==> config.mk <==
export PLATFORM = sky130hd
export DESIGN_NAME = inst_encoder
export DESIGN_NICKNAME = d
export VERILOG_FILES = /design/src/rtl/inst_encoder_pkg.sv /design/src/rtl/inst_encoder_imm_pack.sv /design/src/rtl/inst_encoder.sv
export SDC_FILE = /design/constraint.sdc
export NUM_CORES = 1
export LEC_CHECK = 0
export BUFFER_PORTS_ARGS = -buffer_cell sky130_fd_sc_hd__buf_2
export CAP_MARGIN = 5
export CORE_UTILIZATION = 52
export CTS_BUF_LIST = sky130_fd_sc_hd__clkbuf_16
export CTS_CLUSTER_DIAMETER = 80
export DETAILED_ROUTE_END_ITERATION = 8
export GPL_TIMING_DRIVEN = 0
export PLACE_DENSITY_LB_ADDON = 0.2
export SKIP_CTS_REPAIR_TIMING = 1
export SLEW_MARGIN = 10
export SYNTH_ARGS = -nofsm -noshare
export SYNTH_HDL_FRONTEND = slang
export SYNTH_SLANG_ARGS = --single-unit
==> constraint.sdc <==
create_clock -name clk_i -period 2.6 [get_ports clk_i]
set_input_delay 0.26 -clock clk_i [delete_from_list [all_inputs] [get_ports clk_i]]
set_output_delay 0.26 -clock clk_i [all_outputs]
set_load 0.005 [all_outputs]
==> src/rtl/inst_encoder_pkg.sv <==
// Shared types and constants for the RV32I instruction encoder.
// Format codes, FSM states, LI opcodes and a signed-range helper.
package inst_encoder_pkg;

    typedef enum logic [2:0] {
        FmtR   = 3'd0,
        FmtI   = 3'd1,
        FmtS   = 3'd2,
        FmtB   = 3'd3,
        FmtU   = 3'd4,
        FmtJ   = 3'd5,
        FmtLi  = 3'd6,
        FmtBad = 3'd7
    } fmt_e;

    typedef enum logic [1:0] {
        StIdle,
        StEmit,
        StEmit2
    } state_e;

    localparam logic [6:0] OpcLui   = 7'b0110111;
    localparam logic [6:0] OpcOpImm = 7'b0010011;
    localparam logic [2:0] F3Addi   = 3'b000;

    // True when v is representable as a w-bit two's-complement value.
    function automatic logic fits_signed(input logic [31:0] v, input int unsigned w);
        logic [31:0] hi;
        hi = $signed(v) >>> (w - 1);
        return (hi == '0) || (hi == '1);
    endfunction

endpackage

==> src/rtl/inst_encoder_imm_pack.sv <==
// Places a byte-valued immediate into its RV32I bit positions and range-checks it.
// Purely combinational; register and function fields are added by the caller.
module inst_encoder_imm_pack
    import inst_encoder_pkg::*;
(
    input  fmt_e        fmt_i,
    input  logic [31:0] imm_i,
    output logic [31:0] word_o,
    output logic        range_ok_o
);

    always_comb begin
        word_o     = '0;
        range_ok_o = 1'b1;
        unique case (fmt_i)
            FmtI: begin
                word_o[31:20] = imm_i[11:0];
                range_ok_o    = fits_signed(imm_i, 12);
            end
            FmtS: begin
                word_o[31:25] = imm_i[11:5];
                word_o[11:7]  = imm_i[4:0];
                range_ok_o    = fits_signed(imm_i, 12);
            end
            FmtB: begin
                word_o[31]    = imm_i[12];
                word_o[30:25] = imm_i[10:5];
                word_o[11:8]  = imm_i[4:1];
                word_o[7]     = imm_i[11];
                range_ok_o    = fits_signed(imm_i, 13) && !imm_i[0];
            end
            FmtU: begin
                word_o[31:12] = imm_i[31:12];
                range_ok_o    = (imm_i[11:0] == 12'h000);
            end
            FmtJ: begin
                word_o[31]    = imm_i[20];
                word_o[30:21] = imm_i[10:1];
                word_o[20]    = imm_i[11];
                word_o[19:12] = imm_i[19:12];
                range_ok_o    = fits_signed(imm_i, 21) && !imm_i[0];
            end
            FmtBad:  range_ok_o = 1'b0;
            default: ;
        endcase
    end

endmodule

==> src/rtl/inst_encoder.sv <==
// Field-level RV32I instruction encoder with LI expansion, one-word output buffer
// and a wrapping byte-address counter for instruction-memory preload.
module inst_encoder
    import inst_encoder_pkg::*;
#(
    parameter int unsigned       ADDR_W    = 10,
    parameter logic [ADDR_W-1:0] BASE_ADDR = '0
) (
    input  logic              clk_i,
    input  logic              rst_i,
    input  logic              req_valid_i,
    output logic              req_ready_o,
    input  logic [2:0]        req_fmt_i,
    input  logic [6:0]        req_opcode_i,
    input  logic [4:0]        req_rd_i,
    input  logic [4:0]        req_rs1_i,
    input  logic [4:0]        req_rs2_i,
    input  logic [2:0]        req_funct3_i,
    input  logic [6:0]        req_funct7_i,
    input  logic [31:0]       req_imm_i,
    output logic              out_valid_o,
    input  logic              out_ready_i,
    output logic [31:0]       out_inst_o,
    output logic [ADDR_W-1:0] out_addr_o,
    output logic              err_range_o
);

    state_e            state_q;
    logic              out_valid_q;
    logic [31:0]       out_inst_q;
    logic [31:0]       pend_q;
    logic [ADDR_W-1:0] addr_q;
    logic              err_q;

    fmt_e        fmt;
    logic [31:0] imm_word;
    logic        range_ok;
    logic [31:0] fields;
    logic [31:0] word1;
    logic [31:0] word2;
    logic        two_word;
    logic [19:0] li_hi;
    logic        accept;
    logic        drain;

    assign fmt = fmt_e'(req_fmt_i);

    inst_encoder_imm_pack u_imm_pack (
        .fmt_i      (fmt),
        .imm_i      (req_imm_i),
        .word_o     (imm_word),
        .range_ok_o (range_ok)
    );

    always_comb begin
        fields   = '0;
        word2    = '0;
        two_word = 1'b0;
        // (imm + 0x800) >> 12, rounding so the following ADDI's sign-extension cancels out.
        li_hi    = req_imm_i[31:12] + {19'b0, req_imm_i[11]};
        unique case (fmt)
            FmtR:       fields = {req_funct7_i, req_rs2_i, req_rs1_i, req_funct3_i, req_rd_i,
                                  req_opcode_i};
            FmtI:       fields = {12'b0, req_rs1_i, req_funct3_i, req_rd_i, req_opcode_i};
            FmtS, FmtB: fields = {7'b0, req_rs2_i, req_rs1_i, req_funct3_i, 5'b0, req_opcode_i};
            FmtU, FmtJ: fields = {20'b0, req_rd_i, req_opcode_i};
            default:    fields = '0;
        endcase
        word1 = imm_word | fields;
        if (fmt == FmtLi) begin
            if (fits_signed(req_imm_i, 12)) begin
                word1 = {req_imm_i[11:0], 5'd0, F3Addi, req_rd_i, OpcOpImm};
            end else begin
                word1 = {li_hi, req_rd_i, OpcLui};
                if (req_imm_i[11:0] != 12'h000) begin
                    two_word = 1'b1;
                    word2    = {req_imm_i[11:0], req_rd_i, F3Addi, req_rd_i, OpcOpImm};
                end
            end
        end
    end

    assign req_ready_o = !rst_i && ((state_q == StIdle) || ((state_q == StEmit) && out_ready_i));
    assign accept      = req_valid_i && req_ready_o;
    assign drain       = out_valid_q && out_ready_i;

    always_ff @(posedge clk_i) begin
        if (rst_i) begin
            state_q     <= StIdle;
            out_valid_q <= 1'b0;
            out_inst_q  <= '0;
            pend_q      <= '0;
            addr_q      <= BASE_ADDR;
            err_q       <= 1'b0;
        end else begin
            err_q <= accept && !range_ok;
            if (drain) begin
                addr_q <= addr_q + ADDR_W'(4);
            end
            unique case (state_q)
                StIdle, StEmit: begin
                    if (accept && range_ok) begin
                        out_valid_q <= 1'b1;
                        out_inst_q  <= word1;
                        pend_q      <= word2;
                        state_q     <= two_word ? StEmit2 : StEmit;
                    end else if (drain) begin
                        out_valid_q <= 1'b0;
                        state_q     <= StIdle;
                    end
                end
                StEmit2: begin
                    if (drain) begin
                        out_inst_q <= pend_q;
                        state_q    <= StEmit;
                    end
                end
                default: state_q <= StIdle;
            endcase
        end
    end

    assign out_valid_o = out_valid_q;
    assign out_inst_o  = out_inst_q;
    assign out_addr_o  = addr_q;
    assign err_range_o = err_q;

endmodule

* Word-level counts from Yosys, hierarchy flattened
Index checks and enable logic that the tools add are counted.
** Storage, ports and cells
- Input bits :: 71
- Register bits :: 78
** Operators by class
- Add/sub/neg operators :: 2
- Equal/unequal tests :: 15
- Bitwise operators :: 1
- Reduce and logical (&&, ||, !) cells :: 32
- Multiplexer cells :: 24
** Operators with widths (number)
- two-way mux 32 bit :: 7
- one-hot mux 32 bit (4 select lines) :: 1
- == test 32 bit (second input constant) :: 3
- zero test 32 bit :: 3
- one-hot mux 32 bit (2 select lines) :: 1
- bitwise OR 32 bit :: 1
- one-hot mux 7 bit (4 select lines) :: 1
- adder 20 x 1 -> 20 bit :: 1
- one-hot mux 5 bit (3 select lines) :: 1
- == test 3 bit (second input constant) :: 4
- zero test 12 bit :: 1
- nonzero test 12 bit :: 1
- adder 10 x 3 -> 10 bit (second input constant) :: 1
- one-hot mux 5 bit (2 select lines) :: 1
- logical AND 1 bit :: 8
- two-way mux 2 bit :: 4
- two-way mux 8 bit :: 1
- OR reduction 2 bit :: 4
- == test 3 x 2 -> 1 bit (second input constant) :: 2
- AND reduction 2 bit :: 3
- two-way mux 1 bit :: 5
- one-hot mux 1 bit (5 select lines) :: 1
- logical OR 1 bit :: 4
- != test 2 bit (second input constant) :: 2
- 10 further kinds :: 13

* Logic depth before layout (Yosys ltp)
Gate-level depths: netlist (run 1).
- Word-level depth :: 8
- Mapped depth :: 11
- Mapped depth without buffers :: 9

* Cells and area by module
A second synthesis (run 1) with hierarchy kept.
** Second synthesis, totals
- Cells, all modules :: 603
- Area, all modules :: 4414.2 um2
** By module, submodules not included
- inst_encoder :: area each 3761.1 um2, cells an instance 501, times used 1
- inst_encoder_imm_pack :: area each 653.1 um2, cells an instance 102, times used 1

* Worst setup path before layout (run 1)
No wires, ideal clock.
- Kind :: in2reg
- From :: in req_imm_i[20]
- To :: reg out_inst_q[2] (netlist: out_inst_o[2])
- Arrival time :: 1.981 ns
- Library setup time :: 0.070 ns
- Stages :: 9
- Path slack :: 0.548 ns
- Path through :: buf_2 nor4_1 nand3_1 o2bb2ai_4 o21a_4 nor3_2 buf_6 or3_1 a21oi_1
** Between the ends
- Longest elaborated chain between the ends :: 7
- Elaborated cells on any way between the ends :: 19
- Classes of those cells :: 4 x eq/ne; 5 x mux; 10 x reduce/logical
** RTL lines
- start: declaration :: RTL line inst_encoder.sv:20 : input logic [31:0] req_imm_i,
- == test 32 bit or zero test 32 bit (tied branches) :: RTL line inst_encoder_pkg.sv:30 : return (hi == '0) || (hi == '1);
- logical OR 1 bit :: RTL line inst_encoder_pkg.sv:30
- logical AND 1 bit, on equally long branches :: RTL line inst_encoder_imm_pack.sv:41, inst_encoder_imm_pack.sv:30
- one-hot mux 1 bit (5 select lines) :: RTL line inst_encoder_imm_pack.sv:15 : unique case (fmt_i)
- logical AND 1 bit :: RTL line inst_encoder.sv:102 : if (accept && range_ok) begin
- != test 2 bit (no source line)
- AND reduction 3 bit (no source line)
- end signal: assignment :: RTL line inst_encoder.sv:104 : out_inst_q <= word1;
- end signal: assignment :: RTL line inst_encoder.sv:114 : out_inst_q <= pend_q;
- end: declaration :: RTL line inst_encoder.sv:30 : logic [31:0] out_inst_q;
Several ways; a longest one is shown, not always the timed one. The select of a mux whose other input is x is not followed.
A chain may end at the register's enable or synchronous reset.

* Final worst setup path (run 1)
- From :: in req_fmt_i[1]
- To :: reg out_inst_q[17] (netlist: out_inst_o[17])
** Between the ends
- Longest elaborated chain between the ends :: 7
- Elaborated cells on any way between the ends :: 21
- Classes of those cells :: 8 x eq/ne; 6 x mux; 1 x bitwise; 6 x reduce/logical
** RTL lines
- start: declaration :: RTL line inst_encoder.sv:13 : input logic [2:0] req_fmt_i,
- == test 3 bit or == test 3 x 2 -> 1 bit (tied branches) :: RTL line inst_encoder_imm_pack.sv:15, inst_encoder.sv:61
- OR reduction 2 bit, on equally long branches
- one-hot mux 32 bit (4 select lines) or two-way mux 8 bit (tied branches) :: RTL line inst_encoder.sv:61, inst_encoder_imm_pack.sv:15
- bitwise OR 32 bit :: RTL line inst_encoder.sv:69 : word1 = imm_word | fields;
- two-way mux 32 bit :: RTL line inst_encoder.sv:70 : if (fmt == FmtLi) begin
- two-way mux 32 bit :: RTL line inst_encoder.sv:102
- one-hot mux 32 bit (2 select lines) :: RTL line inst_encoder.sv:100 : unique case (state_q)
Several ways; a longest one is shown, not always the timed one. The select of a mux whose other input is x is not followed.

==> results.toml, run 1 <==
[die]
start_util = 0.540
core_um2 = 7250
ioPinCount = 116
die_y_um = 88.8
die_area_um2 = 7880
row_count = 31
die_w_um = 88.8

[power]
cellPowerDensity_nw_per_um2 = 511
leakage_nw = 1.93
irDropWorstVdd_mv = 0.470
total_power_mw = 2.49

[synthesis]
yosys_warnings = 0
ys_seq_elements = 62
synthFlopType = "dfxtp_1"
syn-cell-area_um2 = 3910
ys_async_sr_fraction = 0
synthCells = 516
yosysSeqAreaShare = 0.317
synthTopCellsByArea = "dfxtp_1 32%, a21oi_1 8.2%, nand2_1 8.1%"
synth.distinct_cells = 57
yosysTopAreaCell = "dfxtp_1"
synth_top_area_share = 0.317
postSynthAreaPerCell_um2 = 7.58
synth-edff-count = 0

[setup_path]
path_class = "input pin to register"
cp_data_arrival_time_ns = 2.69
cp-start-kind = "input pin"
worst_ep_required_time_ns = 2.85
cp_max_fo = 10
rrSetupSlack_ns = 0.19
crit_path_end_kind = "register"

[grt]
grt_max_degree = 12
grt-ovfl-total = 0
grt_antenna_before_repair = 0
grt_pass1_vias = 3905
grt_pass1_wl_um = 20200
grt_usage = 0.346

[placement]
place_worst_setup_slack_ns = -0.253
dpl.hpwl_um = 10100
gp_congestion = 0.920
port_buffers = 105

[status]
status = "finished clean"

[clocking]
cts.clk_slew.worst_paths_ns = 0.05
root_buffer = "clkbuf_16"
cts_max_level = 3
worstSkewPairLatency_ns = 0.33
cts_tree = "built"
numCtsBuffers = 9
clock_sinks = 62
clockBufferDepth = 2

[drt]
wl_per_cell_um = 18.3
via_per_inst = 6.09
ant_nets = 0
drt_wl_total_um = 13400
first_pass_iters = 5
drc = 0
vias = 4481
drt_iter0_markers = 379

[run]
cap_violations = 0

[final_layout]
finalNetCount = 708
diodes = 0
post_route_cells_drive_above_1_share = 0.254
final_common_cell = "buf_2"
syn2layout_area_growth_pct = 24.3
fin_util = 0.671
final_cell_mix = "117 x buf_2, 84 x nand2_1, 64 x a21oi_1"

[timing]
fmax_mhz = 411
clock_skew_ns = 0.00486
slew_viol_final = 0
whs_ns = 0.207
hold_viol = 0
period_needed_ns = 2.43
setup_viol = 0
maxSlewHeadroom = 0.466
tightest_slew_ns = 0.793
post-route-worst-setup-slack_ns = 0.168
min_period_over_period = 0.935
rsz0062_at_grt = "false"
tns_ns = 0

[hold_path]
hp-class = "input pin to register"
[synthesized netlist by cell type (3+ instances only)]
library cell  count
o221ai_2          7
xor2_1            9
buf_1             4
a2bb2oi_1         5
dfxtp_1          62
ha_1              4
o211ai_1         11
clkbuf_1         19
a221o_1           7
and2_1            5
o221ai_1          6
and3_1            5
o21ai_0          23
nand3_1          36
nand2_1          84
a221oi_1          3
a311o_1           3
nor4_1           10
inv_1             7
nor3_1            6
or3_1            10
nand4_1          11
o21a_1            4
buf_4             3
nor2_1           38
buf_2            12
mux2i_1           9
a21oi_1          64
xnor2_1          12
[cell type report]
class / instances / area (um2)
clock inverter: 6 / 63.8
clock buffer: 9 / 225
inverter: 8 / 30.0
buffer: 40 / 194
timing repair buffer: 105 / 526
fill: 669 / 2390
tap: 99 / 124
sequential: 62 / 1240
multi-input combinational: 407 / 2460
[stage by stage]
| step | cells | instance area [um2] |
|---|---|---|
| 2_1_floorplan | 517 | 3920 |
| 3_3_place_gp | 721 | 4570 |
| 3_5_place_dp | 721 | 4570 |
| 4_1_cts | 736 | 4860 |
| 5_1_grt | 736 | 4870 |
| 6_report | 736 | 4870 |
[sequential cells by signal (all words and copies together) (netlist names)]
register / flops
out_addr_o: 8
out_valid_o: 1
err_range_o: 1
pend_q: 18
out_inst_o: 32
state_q: 2
[critical path, stage by stage]
cell and delay (ns):
buf_2 0.22, nand2_1 0.34, nor2_2 0.39, o21a_1 0.32
and2_1 0.31, buf_2 0.29, nand2_1 0.09, a311o_1 0.33
a21oi_1 0.14
[path summary, 6_finish.rpt]
| kind | cells after the start | from | endpoint |
|---|---|---|---|
| setup / recovery | 9 | req_fmt_i[1] | out_inst_o[17]$_SDFFE_PP0P_ |
| hold / removal | 3 | req_rd_i[4] | pend_q[19]$_SDFFE_PP0P_ |
| setup reg to reg | 6 | state_q[0]$_SDFFE_PP0P_ | out_inst_o[13]$_SDFFE_PP0P_ |
| hold reg to reg | 2 | pend_q[31]$_SDFFE_PP0P_ | pend_q[31]$_SDFFE_PP0P_ |
[per-layer routing]
layer  global-route usage  wire length [um]
met3               0.0634              1270
met5                    0                 0
met4                0.141               377
met1                0.469              5680
met2                0.543              6120
[power breakdown]
part / switching, mW / internal, mW
Clock: 0.427 / 0.733
Combinational: 0.221 / 0.136
Sequential: 0.00667 / 0.963
Total: 0.654 / 1.83
[kinds of logic after synthesis]
kind of cell	share of synthesized area
AND/OR/NAND/NOR	0.277
AO/OA/AOI/OAI	0.263
flip-flops	0.317
buffers and inverters	0.0566
XOR/XNOR	0.0470
multiplexers	0.0259
adder cells (fa/ha/maj)	0.0128
other	0.000958
(Power assumes the default switching activity.)
==> inputs of run 2 (changes only) <==
- CORE_UTILIZATION: 52 -> 30
==> run 2 against run 1 <==
Die area increased by 71%. Clock-buffer cell count stayed put. Non-clock buffer count is the same. Critical endpoint is now out_inst_o[7]$_SDFFE_PP0P_. Sequential power barely moved. Power is 5.3% higher. Critical path type is now register to register.
==> results.toml, run 2 (synthesis results as in run 1) <==
[final_layout]
fin_util = 0.394
diodes = 0
final_cells = 810
post_route_cells_drive_above_1_share = 0.252
largest_reg_flops = 32
multiInputGateArea_um2 = 2470
final_cell_area_um2 = 4990
syn2layout_area_growth_pct = 27.5
seqCellArea_um2 = 1240
final_common_cell = "buf_2"
num-fill-cells = 1366
final_cell_mix = "117 x buf_2, 84 x nand2_1, 64 x a21oi_1"
finalNetCount = 708

[placement]
gp_congestion = 0.870
place_area_um2 = 4660
port_buffers = 105
place_inst = 794
dpl.hpwl_um = 11500

[power]
leakage_nw = 1.95
cellPowerDensity_nw_per_um2 = 525
irDropWorstVdd_mv = 0.222
total_power_mw = 2.62

[timing]
period_needed_ns = 2.44
whs_ns = 0.193
tightest_slew_ns = 0.897
min_period_over_period = 0.937
setup_viol = 0
clock_skew_ns = 0.00645
slew_viol_final = 0
hold_viol = 0
fmax_mhz = 411
maxSlewHeadroom = 0.397
rsz0062_at_grt = "false"

[drt]
via_per_inst = 5.41
wl_per_cell_um = 18.2
ant_nets = 0
drt_iter0_markers = 316
drc = 0
vias = 4379
first_pass_iters = 5
drt_wl_total_um = 14800

[setup_path]
slowest_delay_ns = 0.57
cp_num_buf_inv = 3
cp-start-kind = "register"
cp_max_fo = 10
cp_data_arrival_time_ns = 2.70
worst_ep_required_time_ns = 2.86
path_class = "register to register"
crit_path_end_kind = "register"
cp_slowest_cell = "clkbuf_1"
crit_top_cell = "clkbuf_1"
cp_top_family = "buffers and inverters"
path_cells = "nand2b_1 > clkbuf_1 > clkbuf_1 > clkbuf_1 > o211ai_1 > a21oi_1"

[clocking]
root_buffer = "clkbuf_16"
cts_tree = "built"
clock_sinks = 62
numCtsBuffers = 9
cts_max_level = 3
worstSkewPairLatency_ns = 0.34
cts.clk_slew.worst_paths_ns = 0.06
clockBufferDepth = 2

[die]
row_count = 41
die_area_um2 = 13500
ioPinCount = 116
die_y_um = 116
core_um2 = 12700
start_util = 0.309
die_w_um = 116

[grt]
grt_antenna_before_repair = 0
grt_pass1_vias = 4128
grt_pass1_wl_um = 23000
grt-ovfl-total = 0
grt_max_degree = 12
grt_usage = 0.227

[hold_path]
hp-class = "input pin to register"

[status]
status = "finished clean"

[run]
cap_violations = 0
[run 2: report_power, final]
part,internal [mW],switching [mW],leakage (nW)
clock network,0.833,0.453,0.158
registers,0.963,0.00657,0.500
logic,0.136,0.226,1.29
total,1.93,0.686,1.95
[run 2: worst paths after layout]
check,to,start,slack (ns),cells after the start
worst max register to register,out_inst_o[7]$_SDFFE_PP0P_,state_q[0]$_SDFFE_PP0P_,0.16,6
worst min register to register,out_inst_o[1]$_SDFFE_PP0P_,out_inst_o[1]$_SDFFE_PP0P_,0.45,2
worst min-delay path,out_inst_o[3]$_SDFFE_PP0P_,req_opcode_i[3],0.19,3
worst max-delay path,out_inst_o[7]$_SDFFE_PP0P_,state_q[0]$_SDFFE_PP0P_,0.16,6
[run 2: worst reg2reg max path, stage by stage, from the launching register on]
cell      delay, ns
dfxtp_1        0.35
nand2b_1       0.11
clkbuf_1       0.36
clkbuf_1       0.57
clkbuf_1       0.55
o211ai_1       0.24
a21oi_1        0.18
[run 2: layout make-up]
type                       count  share of cell area
timing repair buffer         105               0.105
tap                          172              0.0431
clock inverter                 7              0.0181
buffer                        40              0.0389
sequential                    62               0.249
clock buffer                   9              0.0451
inverter                       8             0.00602
multi-input combinational    407               0.495
[run 2: stage by stage]
stage	setup TNS (ns)	worst slack, ns
2_1_floorplan	0	0.548
3_3_place_gp	-4.71	-0.334
3_5_place_dp	-4.39	-0.324
4_1_cts	-0.00859	-0.00859
5_1_grt	0	0.0399
6_report	0	0.165
[run 2: metal layers]
layer / wire length, um / vias to the layer above / GRT usage
met5: 0 / - / 0
met3: 910 / 22 / 0.0550
met2: 6740 / 141 / 0.356
met1: 6900 / 2101 / 0.313
met4: 223 / 0 / 0.0513
li1: - / 2115 / -
